`src/rtl/subsurf_sequencer.sv`:
```
// Phase controller for the subdivision-surface engine: runs neighbor then averager and
// multiplexes the shared OBJ/NBR/RES RAM ports. Optional hang watchdog: SUBSURF_WATCHDOG_EN.
module subsurf_sequencer #(
    parameter int unsigned START_PULSE = 2,
    parameter int unsigned WDOG_CYCLES = 65535
) (
    input  logic        clk,
    input  logic        rst_n,
    input  logic        start,
    input  logic [31:0] vertex_count_in,
    input  logic [31:0] face_count_in,
    output logic [31:0] vertex_count,
    output logic [31:0] face_count,
    output logic        nbr_start,
    input  logic        nbr_busy,
    output logic        avg_start,
    input  logic        avg_busy,
    input  logic        en0_n,
    input  logic        en1_n,
    input  logic [8:0]  a0_n,
    input  logic [8:0]  a1_n,
    input  logic [3:0]  we0_n,
    input  logic [3:0]  we1_n,
    input  logic [31:0] di0_n,
    input  logic [31:0] di1_n,
    input  logic        en0_a,
    input  logic        en1_a,
    input  logic        en2_a,
    input  logic [8:0]  a0_a,
    input  logic [8:0]  a1_a,
    input  logic [8:0]  a2_a,
    input  logic [3:0]  we0_a,
    input  logic [3:0]  we1_a,
    input  logic [3:0]  we2_a,
    input  logic [31:0] di0_a,
    input  logic [31:0] di1_a,
    input  logic [31:0] di2_a,
    output logic        en0,
    output logic        en1,
    output logic        en2,
    output logic [8:0]  a0,
    output logic [8:0]  a1,
    output logic [8:0]  a2,
    output logic [3:0]  we0,
    output logic [3:0]  we1,
    output logic [3:0]  we2,
    output logic [31:0] di0,
    output logic [31:0] di1,
    output logic [31:0] di2,
    output logic        busy,
    output logic        done,
    output logic [1:0]  phase,
    output logic        error
);

    typedef enum logic [2:0] {
        StIdle,
        StNbrKick,
        StNbrWait,
        StAvgKick,
        StAvgWait,
        StDone
    } state_e;

    state_e      state_q, state_d;
    logic [31:0] pulse_q, pulse_d;
    logic [31:0] vcount_q, vcount_d;
    logic [31:0] fcount_q, fcount_d;
    // A zero-count job lingers one extra cycle in DONE so its done pulse lands in cycle 2.
    logic        skip_q, skip_d;
    logic        pulse_last;
    logic        wait_busy;
    logic        wdog_hit;

    assign pulse_last = (pulse_q == START_PULSE - 1);
    assign wait_busy  = ((state_q == StNbrWait) && nbr_busy) ||
                        ((state_q == StAvgWait) && avg_busy);

`ifdef SUBSURF_WATCHDOG_EN
    logic [31:0] wdog_q, wdog_d;
    logic        err_q, err_d;

    // Firing on the cycle the count would reach the limit bounds each wait to WDOG_CYCLES cycles.
    assign wdog_hit = (wdog_q == WDOG_CYCLES - 1);

    always_comb begin
        wdog_d = '0;
        err_d  = err_q;
        if (wait_busy) begin
            wdog_d = wdog_q + 32'd1;
        end
        if ((state_q == StIdle) && start) begin
            err_d = 1'b0;
        end else if (wait_busy && wdog_hit) begin
            err_d = 1'b1;
        end
    end

    always_ff @(posedge clk or negedge rst_n) begin
        if (!rst_n) begin
            wdog_q <= '0;
            err_q  <= 1'b0;
        end else begin
            wdog_q <= wdog_d;
            err_q  <= err_d;
        end
    end

    assign error = err_q;
`else
    logic unused_wdog;
    assign unused_wdog = ^WDOG_CYCLES;
    assign wdog_hit    = 1'b0;
    assign error       = 1'b0;
`endif

    always_comb begin
        state_d  = state_q;
        pulse_d  = '0;
        skip_d   = skip_q;
        vcount_d = vcount_q;
        fcount_d = fcount_q;
        case (state_q)
            StIdle: begin
                if (start) begin
                    vcount_d = vertex_count_in;
                    fcount_d = face_count_in;
                    skip_d   = (vertex_count_in == '0) || (face_count_in == '0);
                    state_d  = skip_d ? StDone : StNbrKick;
                end
            end
            StNbrKick: begin
                if (pulse_last) begin
                    state_d = StNbrWait;
                end else begin
                    pulse_d = pulse_q + 32'd1;
                end
            end
            StNbrWait: begin
                if (!nbr_busy) begin
                    state_d = StAvgKick;
                end else if (wdog_hit) begin
                    state_d = StDone;
                end
            end
            StAvgKick: begin
                if (pulse_last) begin
                    state_d = StAvgWait;
                end else begin
                    pulse_d = pulse_q + 32'd1;
                end
            end
            StAvgWait: begin
                if (!avg_busy || wdog_hit) begin
                    state_d = StDone;
                end
            end
            StDone: begin
                if (skip_q) begin
                    skip_d = 1'b0;
                end else begin
                    state_d = StIdle;
                end
            end
            default: state_d = StIdle;
        endcase
    end

    always_ff @(posedge clk or negedge rst_n) begin
        if (!rst_n) begin
            state_q  <= StIdle;
            pulse_q  <= '0;
            skip_q   <= 1'b0;
            vcount_q <= '0;
            fcount_q <= '0;
        end else begin
            state_q  <= state_d;
            pulse_q  <= pulse_d;
            skip_q   <= skip_d;
            vcount_q <= vcount_d;
            fcount_q <= fcount_d;
        end
    end

    assign vertex_count = vcount_q;
    assign face_count   = fcount_q;
    assign busy         = (state_q != StIdle);
    assign done         = (state_q == StDone) && !skip_q;
    assign nbr_start    = (state_q == StNbrKick);
    assign avg_start    = (state_q == StAvgKick);

    always_comb begin
        phase = 2'd0;
        case (state_q)
            StNbrKick, StNbrWait: phase = 2'd1;
            StAvgKick, StAvgWait: phase = 2'd2;
            StDone:               phase = 2'd3;
            default:              phase = 2'd0;
        endcase
    end

    always_comb begin
        en0 = 1'b0;
        en1 = 1'b0;
        en2 = 1'b0;
        a0  = '0;
        a1  = '0;
        a2  = '0;
        we0 = '0;
        we1 = '0;
        we2 = '0;
        di0 = '0;
        di1 = '0;
        di2 = '0;
        case (state_q)
            StNbrKick, StNbrWait: begin
                en0 = en0_n;
                en1 = en1_n;
                a0  = a0_n;
                a1  = a1_n;
                we0 = we0_n;
                we1 = we1_n;
                di0 = di0_n;
                di1 = di1_n;
            end
            StAvgKick, StAvgWait: begin
                en0 = en0_a;
                en1 = en1_a;
                en2 = en2_a;
                a0  = a0_a;
                a1  = a1_a;
                a2  = a2_a;
                we0 = we0_a;
                we1 = we1_a;
                we2 = we2_a;
                di0 = di0_a;
                di1 = di1_a;
                di2 = di2_a;
            end
            default: ;
        endcase
    end

endmodule

```
`config.mk`:
```
export PLATFORM = sky130hd
export DESIGN_NAME = subsurf_sequencer
export DESIGN_NICKNAME = d
export VERILOG_FILES = /design/src/rtl/subsurf_sequencer.sv
export SDC_FILE = /design/constraint.sdc
export NUM_CORES = 1
export LEC_CHECK = 0
export ABC_AREA = 1
export ABC_CLOCK_PERIOD_IN_PS = 1500
export CELL_PAD_IN_SITES_DETAIL_PLACEMENT = 1
export CELL_PAD_IN_SITES_GLOBAL_PLACEMENT = 1
export CORE_AREA = 2 2 197 199
export CTS_BUF_LIST = sky130_fd_sc_hd__clkbuf_16
export DETAILED_ROUTE_END_ITERATION = 12
export DIE_AREA = 0 0 199 201
export PLACE_DENSITY_LB_ADDON = 0.1
export SYNTH_ARGS = -nofsm -noshare
export SYNTH_HDL_FRONTEND = slang
export SYNTH_SLANG_ARGS = --single-unit
export TNS_END_PERCENT = 20
```
`constraint.sdc`:
```
create_clock -name clk -period 1.5 [get_ports clk]
set_input_delay 0.3 -clock clk [delete_from_list [all_inputs] [get_ports clk]]
set_output_delay 0.3 -clock clk [all_outputs]
set_load 0.01 [all_outputs]
```
== Word-level counts from Yosys, hierarchy flattened ==
Cells that the tools add are included.
Storage, ports and cells
  flip-flop bits (word level): 100
  input bits: 299
  output and inout port bits: 209
  word-level logic and storage cells: 57
Operators by class
  add/subtract/negate cells: 1
  eq/ne operators: 12
  mux-type cells: 25
  reductions and logical operators: 14
Operators with widths (number)
  32-bit case mux with 2 select lines: 2
  32-bit two-way mux: 3
  32-bit logical NOT: 2
  9-bit case mux with 2 select lines: 2
  32-bit by 1-bit adder with 32-bit output (second input constant): 1
  32-bit by 1-bit == test with 1-bit output (second input constant): 1
  3-bit two-way mux: 7
  3-bit case mux with 6 select lines: 1
  4-bit case mux with 2 select lines: 2
  9-bit two-way mux: 1
  2-bit != test (second input constant): 4
  3-bit by 2-bit == test with 1-bit output (second input constant): 2
  3-bit == test (second input constant): 2
  1-bit case mux with 2 select lines: 3
  2-bit case mux with 3 select lines: 1
  6-bit AND reduction: 1
  2-bit OR reduction: 3
  4-bit two-way mux: 1
  2-bit by 1-bit != test with 1-bit output (second input constant): 2
  2-bit AND reduction: 2
  3-bit by 1-bit == test with 1-bit output (second input constant): 1
  3-bit logical NOT: 1
  3-bit nonzero test: 1
  1-bit two-way mux: 2
  4 further kinds: 4

== Logic depth before layout (Yosys ltp) ==
  depth after elaboration: 5
  gate-level depth with buffers: 11
  depth with buffers taken out: 11

== Worst setup path after synthesis ==
OpenSTA, ideal clock, no wires.
  path type: reg-to-output
  start point: register state_q[2]
  end point: output di1[19]
  arrival: 1.482 ns
  data required time: 1.200 ns
  path slack: -0.282 ns
  cell stages (with the launch flop): 8
  buffers on the path: 2
  cell sequence: dfrtp_1 > nor2_2 > inv_2 > nor2_4 > a21oi_2 > buf_4 > buf_4 > o21ai_0
Between the ends
  cells in the longest elaborated chain, start to end: 3
  elaborated cells between the ends (all ways): 7
  classes of those cells: eq/ne (4); mux (1); reduce/logical (2)
Ends and longest elaborated chain
  from (decl): line 65  | state_e state_q, state_d;
  from (signal assigned): line 171  | state_q <= StIdle;
  from (signal assigned): line 177  | state_q <= state_d;
  3-bit by 2-bit == test with 1-bit output
  net avg_start: line 16  | output logic avg_start,
  2-bit OR reduction: line 215  | case (state_q)
  32-bit case mux with 2 select lines: line 215
  to (decl): line 48  | output logic [31:0] di1,
The timed path passes the listed nets, and every way through them passes these cells.

== Worst setup path after layout ==
  start point: register state_q[0]
  end point: output a2[3]
Between the ends
  cells in the longest elaborated chain, start to end: 3
  elaborated cells between the ends (all ways): 4
  classes of those cells: eq/ne (2); mux (1); reduce/logical (1)
Ends and longest elaborated chain
  3-bit by 2-bit == test with 1-bit output / 3-bit == test (equally long branches): line 215
  2-bit OR reduction (*): line 215
  9-bit two-way mux (*): line 215
  to (decl): line 43  | output logic [8:0] a2,
Every way passes the cells marked *; elsewhere a longest branch is shown, timed or not.

==> qor.csv <==
metric;value;unit
cp-start-kind;register;
synth_enable_flop_cells;0;
rsz0062_at_grt;yes;
gr-usage-all-layers;19.48;%
syn_nets;1358;
root_buffer;clkbuf_16;
via_count;9204;
worstSetupPathType;register to output pin;
drt-initial-drc-count;271;
antenna_found_initial;11;
die-area;40000;µm²
drc;0;
drt_first_pass_iters;4;
n_fill_cell;4589;
clk_pin_slew;0.09;ns
drv_cap;0;
yosysMostFrequentCell;nand2_1;
setup_violations;220;
yosys.area_share.simple;31.26;%
hpwlAfterDp;31840;µm
gp_congestion;0.8472;
ys_ff_latch;100;
area_growth;132.1;%
grt_overflow;0;
cts_htree_levels;3;
synth_fa_ha_area_share;0.3748;%
outcome;complete, but fails checks;
cts_tree;built;
fmax;429.3;MHz
grt_pass1_wl;57980;µm
cp.arrival;2.03;ns
die_x;199;µm
multiInputGateArea;3953;µm²
routedWlPerCell;18.51;µm
portBuffers;506;
synthMuxAreaShare;0;%
synth_cells;1057;
clk_path_buf_depth;2;
cts_inserted_buffers;9;
die_y;201;µm
yosys-top-cells-count;nand2_1 (298), inv_1 (226), nor2_1 (147), dfrtp_1 (100), o21ai_0 (84);
first_global_vias;9523;
critPathMaxFanout;8;
nets;2047;
layout-drive-gt1-share;34.32;%
start_util;17.52;%
wirelength;42060;µm
yosys.area.top_type;dfrtp_1;
synth_ff_type;dfrtp_1;
async_flop_share;100.0;%
syn_area_per_cell;6.316;µm²
regArea;2509;µm²
core_region_area;38110;µm²
synth-warning-count;0;
synth_top_family_by_area;simple AND/OR/NAND/NOR gates;
synth_xor_area_share;1.968;%
placed_area;13640;µm²
p_leak;0.008334;µW
ios;508;
final-hold-violation-count;0;
synth-compound-area-share;12.01;%
yosysTopAreaCellShare;37.48;%
rows;72;
grt_max_degree;57;
hold_class;input pin to async pin;
via_per_inst;4.051;
ys_seq_area_share;37.48;%
cts_num_sinks;100;
synth_area_leaders;dfrtp_1 (37%), nand2_1 (17%), inv_1 (13%), nor2_1 (8.3%), o21ai_0 (6.3%);
drv_slew;0;
min_period_over_period;155.3;%
worstSkewPairLatency;0.36;ns
powerDensity;1672;nW/µm²
setup_ws;-0.8294;ns
postRouteAntennaNets;0;
synth_cell_types;30;
post-place-ws;-0.7787;ns
fin_crit;2.329;ns
fin_worst_skew;0.01259;ns
failed_checks;setup timing;
vdd_drop_max;713.5;µV
critPathRequiredTime;1.20;ns
syn-cell-area;6676;µm²
design_area;15500;µm²
critPathCaptureType;output pin;
==> metrics by stage <==
step | hold WS (ns) | power, µW | setup TNS [ns] | utilization [%] | instances
2_1_floorplan | 0.004409 | 10160 | -17.63 | - | 1057
3_3_place_gp | 0.2086 | 18990 | -106.59 | 35.79 | 2183
3_5_place_dp | 0.2104 | 19050 | -111.24 | 35.79 | 2183
4_1_cts | 0.3453 | 23450 | -150.85 | 37.58 | 2231
5_1_grt | 0.3542 | 27580 | -129.04 | 40.67 | 2272
6_report | 0.3524 | 25910 | -105.23 | 40.67 | 2272
==> worst max-delay path: stages (launching register included) <==
cell	delay, ns
dfrtp_1	0.41
inv_2	0.10
nor2_4	0.06
inv_4	0.08
nor2_4	0.05
a21oi_4	0.24
buf_12	0.20
buf_8	0.13
clkbuf_16	0.16
buf_12	0.10
nor2_4	0.03
buf_6	0.11
==> flip-flops by register name, summed over array words and instances, names as in the netlist <==
signal,count
state_q,3
skip_q,1
face_count,32
vertex_count,32
pulse_q,32
==> metal layers <==
metal  track usage (%)  routed length (µm)  vias to the layer above
met5                 0                 100                        -
met4             3.811                 605                       16
met3             7.577                3644                       48
met2             35.19               21620                      288
met1             21.53               16090                     4314
li1                  -                   -                     4538
==> cells in the final DEF (no fill, tap or decap), types with 5 or more instances in the layout <==
master / count
dlymetal6s2s_1: 63
o21ai_1: 29
nor2_4: 29
nand2_1: 238
nand4_1: 10
dfrtp_2: 5
buf_2: 66
nor2_1: 105
inv_2: 8
buf_12: 22
o21ai_2: 79
clkbuf_2: 29
buf_8: 6
clkbuf_16: 19
nand2_2: 44
o21ai_0: 26
buf_16: 11
nor2_2: 18
dfrtp_1: 95
clkdlybuf4s50_1: 298
nor3_1: 9
nand2_4: 16
nand3_1: 28
xor2_1: 15
o21ai_4: 8
inv_1: 220
nor3_2: 12
buf_6: 70
buf_4: 143
==> path summary, 6_finish.rpt <==
path,cells after the start,slack (ns),end,start
worst max-delay path,11,-0.83,a2[3],state_q[0]
worst min-delay path,2,0.35,face_count[14],rst_n
worst max register to register,11,-0.19,state_q[1],state_q[0]
worst min register to register,2,0.47,face_count[29],face_count[29]
max in group asynchronous,3,0.58,pulse_q[6],rst_n
min in group clk,2,0.47,face_count[29],face_count[29]
==> report_power, final <==
group          total [µW]  switching [µW]  internal [µW]
clock network        2470            1270           1200
registers            4100             519           3580
logic               19300            9330          10000
==> cells by family (layout without fill, tap and decap cells) <==
logic type | after synthesis | after routing
and+or+nand+nor | 517 | 517
buffers and inverters | 272 | 966
AOI/OAI and AO/OA | 150 | 150
DFF | 100 | 100
xor gates and xnor gates | 15 | 15
adders and majority gates | 2 | 2
other | 1 | 4
==> area by class of cell <==
class	instances	share of cell area [%]
Antenna cell	3	0.04844
Clock buffer	9	1.453
Clock inverter	7	0.5005
Inverter	231	5.659
Multi-Input combinational cell	685	25.50
Sequential cell	100	16.19
Tap cell	518	4.182
Timing Repair Buffer	719	46.47
==> what timing repair did <==
item / 4_1_cts / 5_1_grt
setup buffers: 20 / 34
gates resized for setup: 288 / 651
setup endpoints to repair: 302 / 304
gates cloned: 11 / 12
endpoints found under the hold margin: 15 / 0
pin swaps: 1 / 8
hold buffers: 1 / 0
No activity file was read; power rests on OpenSTA's default activity.
